## config.mk

```make
export PLATFORM = sky130hd
export DESIGN_NAME = permutation_multi
export DESIGN_NICKNAME = d
export VERILOG_FILES = /design/src/rtl/ascon_pack.sv /design/src/rtl/ascon_round.sv /design/src/rtl/permutation_multi.sv
export SDC_FILE = /design/constraint.sdc
export NUM_CORES = 1
export LEC_CHECK = 0
export ABC_AREA = 0
export CORE_MARGIN = 5
export CORE_UTILIZATION = 40
export DETAILED_ROUTE_END_ITERATION = 8
export HOLD_SLACK_MARGIN = 0.06
export PLACE_DENSITY = 0.79
export SYNTH_ARGS = -nofsm -noshare
export SYNTH_HDL_FRONTEND = slang
export SYNTH_SLANG_ARGS = --single-unit
export TNS_END_PERCENT = 20
```

## constraint.sdc

```tcl
create_clock -name clock_i -period 3.5 [get_ports clock_i]
set_clock_uncertainty 0.2 [all_clocks]
set_input_delay 0.7 -clock clock_i [delete_from_list [all_inputs] [get_ports clock_i]]
set_output_delay 0.7 -clock clock_i [all_outputs]
set_load 0.05 [all_outputs]
```

## src/rtl/ascon_pack.sv

```systemverilog
// Shared types and helpers for the ASCON permutation core:
// state type, round constants, round-count encoding and controller states.
package ascon_pack;

    typedef logic [4:0][63:0] type_state;

    localparam logic [1:0] P12 = 2'b00;
    localparam logic [1:0] P8  = 2'b01;
    localparam logic [1:0] P6  = 2'b10;

    localparam logic [3:0] LAST_RND = 4'd12;

    typedef enum logic {
        IDLE = 1'b0,
        RUN  = 1'b1
    } fsm_t;

    function automatic logic [7:0] round_const(input logic [3:0] r);
        return {~r, r};
    endfunction

    // 2'b11 is deliberately folded onto p^12
    function automatic logic [3:0] first_round(input logic [1:0] nb);
        case (nb)
            P8:      return 4'd4;
            P6:      return 4'd6;
            default: return 4'd0;
        endcase
    endfunction

endpackage

```

## src/rtl/ascon_round.sv

```systemverilog
// One ASCON round: constant addition into x2, 5-bit S-box layer, linear diffusion.
module ascon_round
    import ascon_pack::*;
(
    input  type_state  state_i,
    input  logic [3:0] round_i,
    output type_state  state_o
);

    function automatic logic [63:0] ror(input logic [63:0] x, input int n);
        return (x >> n) | (x << (64 - n));
    endfunction

    logic [63:0] x0, x1, x2, x3, x4;
    logic [63:0] t0, t1, t2, t3, t4;

    always_comb begin
        x0 = state_i[0];
        x1 = state_i[1];
        x2 = state_i[2] ^ {56'h0, round_const(round_i)};
        x3 = state_i[3];
        x4 = state_i[4];

        // bitsliced S-box, same sequence as the reference C implementation
        x0 = x0 ^ x4;
        x4 = x4 ^ x3;
        x2 = x2 ^ x1;
        t0 = ~x0 & x1;
        t1 = ~x1 & x2;
        t2 = ~x2 & x3;
        t3 = ~x3 & x4;
        t4 = ~x4 & x0;
        x0 = x0 ^ t1;
        x1 = x1 ^ t2;
        x2 = x2 ^ t3;
        x3 = x3 ^ t4;
        x4 = x4 ^ t0;
        x1 = x1 ^ x0;
        x0 = x0 ^ x4;
        x3 = x3 ^ x2;
        x2 = ~x2;

        state_o[0] = x0 ^ ror(x0, 19) ^ ror(x0, 28);
        state_o[1] = x1 ^ ror(x1, 61) ^ ror(x1, 39);
        state_o[2] = x2 ^ ror(x2, 1)  ^ ror(x2, 6);
        state_o[3] = x3 ^ ror(x3, 10) ^ ror(x3, 17);
        state_o[4] = x4 ^ ror(x4, 7)  ^ ror(x4, 41);
    end

endmodule

```

## src/rtl/permutation_multi.sv

```systemverilog
// ASCON permutation p^12/p^8/p^6 with internal round counter, UNROLL rounds per clock
// and a start/done handshake.
//
// state | meaning
// IDLE  | waiting for start_i; permutation_o holds the last result
// RUN   | rounds remain; advances only while enable_i is high
module permutation_multi
    import ascon_pack::*;
#(
    parameter int UNROLL = 1
) (
    input  logic       clock_i,
    input  logic       resetb_i,
    input  logic       start_i,
    input  logic [1:0] nb_rounds_i,
    input  logic       enable_i,
    input  type_state  permutation_i,
    output type_state  permutation_o,
    output logic       busy_o,
    output logic       done_o
);

    generate
        if (UNROLL != 1 && UNROLL != 2) begin : g_bad_unroll
            $error("permutation_multi: UNROLL must be 1 or 2");
        end
    endgenerate

    fsm_t       fsm_q, fsm_d;
    logic [3:0] rnd_q, rnd_d;
    type_state  st_q, st_d;
    logic       done_q, done_d;

    type_state  chain [UNROLL+1];
    logic [3:0] rnd_base;
    logic [3:0] rnd_next;

    // first pass of an operation comes straight from the input port
    assign chain[0] = (fsm_q == RUN) ? st_q : permutation_i;
    assign rnd_base = (fsm_q == RUN) ? rnd_q : first_round(nb_rounds_i);
    assign rnd_next = rnd_base + 4'(UNROLL);

    generate
        for (genvar k = 0; k < UNROLL; k++) begin : g_round
            ascon_round u_round (
                .state_i (chain[k]),
                .round_i (rnd_base + 4'(k)),
                .state_o (chain[k+1])
            );
        end
    endgenerate

    always_comb begin
        fsm_d  = fsm_q;
        rnd_d  = rnd_q;
        st_d   = st_q;
        done_d = 1'b0;
        case (fsm_q)
            IDLE: begin
                if (start_i) begin
                    st_d  = chain[UNROLL];
                    rnd_d = rnd_next;
                    if (rnd_next == LAST_RND) begin
                        done_d = 1'b1;
                    end else begin
                        fsm_d = RUN;
                    end
                end
            end
            RUN: begin
                if (enable_i) begin
                    st_d  = chain[UNROLL];
                    rnd_d = rnd_next;
                    if (rnd_next == LAST_RND) begin
                        fsm_d  = IDLE;
                        done_d = 1'b1;
                    end
                end
            end
            default: fsm_d = IDLE;
        endcase
    end

    always_ff @(posedge clock_i or negedge resetb_i) begin
        if (!resetb_i) begin
            fsm_q  <= IDLE;
            rnd_q  <= 4'd0;
            st_q   <= '0;
            done_q <= 1'b0;
        end else begin
            fsm_q  <= fsm_d;
            rnd_q  <= rnd_d;
            st_q   <= st_d;
            done_q <= done_d;
        end
    end

    assign permutation_o = st_q;
    assign busy_o        = (fsm_q == RUN);
    assign done_o        = done_q;

endmodule

```

==> impl_metrics.py <==
metrics = {
    "placed_design": {
        "port_buffers": 647,
        "postPlaceCellArea_mm2": 0.0434,
        "routabilityCongestion": 1.06,
        "post-dp-hpwl_um": 131000,
    },
    "worst_setup_path": {
        "critPathLaunchType": "flip-flop",
        "r2r_start": "busy_o$_DFF_PN0_",
        "crit_start": "busy_o$_DFF_PN0_",
        "worstPathRequired_ns": 3.72,
        "cp.arrival_ns": 3.66,
        "critical_path_class": "flip-flop to flip-flop",
        "cp-end-kind": "flip-flop",
        "cp_max_fo": 33,
    },
    "logic_synthesis": {
        "synthSimpleGateAreaFrac_pct": 6.62,
        "syn_inst": 2907,
        "synth_top_family_by_area": "XOR/XNOR gates",
        "yosys.area.top_type": "dfrtp_1",
        "syn_area_mm2": 0.0319,
        "seq_area_frac_synth_pct": 25.6,
        "synth_top_area_share_pct": 25.6,
        "syn_avg_cell_area_um2": 11.0,
        "synthMuxAreaShare_pct": 15.4,
        "synthAdderAreaFrac_pct": 5.34,
        "synth-xor-area-share_pct": 39.8,
        "synth_compound_area_share_pct": 5.04,
        "yosysUniqueCellTypes": 34,
        "synthesis.nets": 3364,
        "synthTopCellsByArea": "dfrtp_1 26%, xnor2_1 18%, xnor3_1 18%, mux2i_1 6.6%, mux2_2 6.2%",
        "synth-seq-cells": 326,
        "ys_warn_count": 0,
    },
    "clocking": {
        "htreeDepth": 2,
        "path_clk_slew_ns": 0.06,
        "clock_latency_ns": 0.59,
        "cts_tree": "built",
        "clk_root_buffer_cell": "clkbuf_16",
        "cts_made_buffers": 42,
        "clockBufferDepth": 3,
        "clkSinkCount": 326,
    },
    "final_layout": {
        "final_area_mm2": 0.0449,
        "drive_gt1_share_pct": 21.0,
        "finish.net_count": 4373,
        "final_cell_mix": "646 x clkdlybuf4s50_1, 600 x xnor2_1, 388 x buf_4",
        "final_common_cell": "clkdlybuf4s50_1",
        "area_growth_pct": 40.7,
        "fillers": 6773,
    },
    "sta": {
        "setup_violations": 0,
        "slew_viol_final": 0,
        "fmax_mhz": 290,
        "final-hold-violation-count": 0,
        "min_period_ns": 3.44,
        "final.period_utilization_pct": 98.4,
        "rsz0062_at_grt": "no",
        "worstMarginPinSlew_ns": 0.921,
        "max_slew_margin_pct": 38.2,
    },
    "floorplanning": {
        "fp-row-count": 103,
        "core_region_area_mm2": 0.0790,
        "die_area_mm2": 0.0855,
        "die_y_um": 292,
        "initial_utilization_pct": 40.4,
        "num_io_pins": 648,
        "fp.dieW_um": 292,
    },
    "global_routing": {
        "grt_max_degree": 83,
        "grtUsageTotal_pct": 35.0,
        "antenna_found_initial": 10,
        "gr-total-overflow": 0,
        "first_global_vias": 27800,
        "grt_pass1_wl_um": 213000,
    },
    "routing": {
        "dr.pass1.iters": 6,
        "first_iter_violations": 2803,
        "vias": 27700,
        "drcViolationCount": 0,
        "totalWireLength_um": 155000,
        "vias_per_cell": 5.53,
        "wl_per_cell_um": 31.1,
        "drt.antenna.violating_nets": 0,
    },
    "worst_hold_path": {
        "min_path_type": "flip-flop to flip-flop",
        "min-delay-start": "permutation_o[44]$_DFFE_PN0P_",
    },
    "run_status": {
        "status": "completed",
    },
    "run": {
        "drv_cap": 0,
    },
}
==> critical path: stages, from the launching register on <==
cell and delay, ns:
dfrtp_4 0.44, buf_12 0.17, buf_12 0.23, mux2i_1 0.43, ha_1 0.29, xnor3_1 0.62, xnor2_1 0.46, xnor2_1 0.17
buf_4 0.14, a21oi_1 0.06
==> stage by stage <==
| step | instances | worst slack, ns | utilization [%] | hold WS, ns | setup TNS (ns) |
|---|---|---|---|---|---|
| after floorplan | 2907 | 0.0218 | - | 0.204 | 0 |
| after global placement | 4921 | -0.202 | 54.9 | 0.313 | -0.830 |
| after detailed placement | 4921 | -0.173 | 54.9 | 0.317 | -1.00 |
| after CTS | 4997 | 0.00212 | 56.7 | 0.329 | 0 |
| after global routing | 5001 | 0.0157 | 56.8 | 0.358 | 0 |
| final | 5004 | 0.0552 | 56.8 | 0.325 | 0 |
==> synthesized netlist by cell type <==
library cell and instances:
a21oi_1 159, and2_1 3, buf_1 5, buf_2 2, buf_4 9, buf_6 25, buf_8 2, clkbuf_1 73
dfrtp_1 326, ha_1 131, inv_1 5, maj3_1 3, maj3_2 3, mux2_1 1, mux2_2 177, mux2_4 2
mux2i_1 211, mux2i_2 40, mux2i_4 2, mux4_2 8, nand2_1 284, nand2b_1 16, nand3_1 3, nand4bb_1 1
nor2_1 204, nor2b_1 21, nor3_1 1, o21ai_0 113, o21ai_1 49, xnor2_1 668, xnor2_2 24, xnor3_1 250
xor2_1 81, xor3_1 5
==> area by class of cell <==
cell class	count	area [um2]	area share, %
Multi-Input combinational cell	2460	23600	52.6
Timing Repair Buffer	1081	10300	23.0
Clock inverter	12	166	0.371
Clock buffer	63	1280	2.86
Sequential cell	326	8160	18.2
Antenna cell	7	17.5	0.0390
Tap cell	1050	1310	2.93
Inverter	5	18.8	0.0418
==> worst paths after layout <==
path,to,slack [ns],cells after the start
max,permutation_o[107]$_DFFE_PN0P_,0.06,9
min,permutation_o[44]$_DFFE_PN0P_,0.32,2
max reg2reg,permutation_o[107]$_DFFE_PN0P_,0.06,9
min reg2reg,permutation_o[44]$_DFFE_PN0P_,0.32,2
max in group asynchronous,permutation_o[46]$_DFFE_PN0P_,1.64,3
min in group asynchronous,permutation_o[77]$_DFFE_PN0P_,0.56,2
==> flip-flops by register name, summed over array words and instances (netlist names) <==
signal and flops:
rnd_q 4, busy_o 1, done_o 1, permutation_o 320
==> timing repair <==
| action | in CTS | in global routing |
|---|---|---|
| hold buffers | 1 | 0 |
| setup buffers | 0 | 0 |
| hold endpoints to repair | 70 | 0 |
| setup endpoints to repair | 0 | 12 |
| resized for setup | 0 | 7 |
==> cells by family after synthesis <==
family / Yosys count
xor+xnor: 1028
simple gates: 533
mux: 441
flops: 326
compound gates: 321
fa+ha+maj: 137
buf+inv: 121
==> routing by layer <==
layer,wire length [um],up-vias,track usage (%)
li1,-,11900,-
met1,57700,13700,42.9
met2,71200,1619,56.7
met3,16000,424,9.23
met4,10500,8,18.3
met5,57,-,0
Power is left out: the tool's default activity adds up to more than one toggle a clock period on the data nets, which glitch-free logic cannot reach.
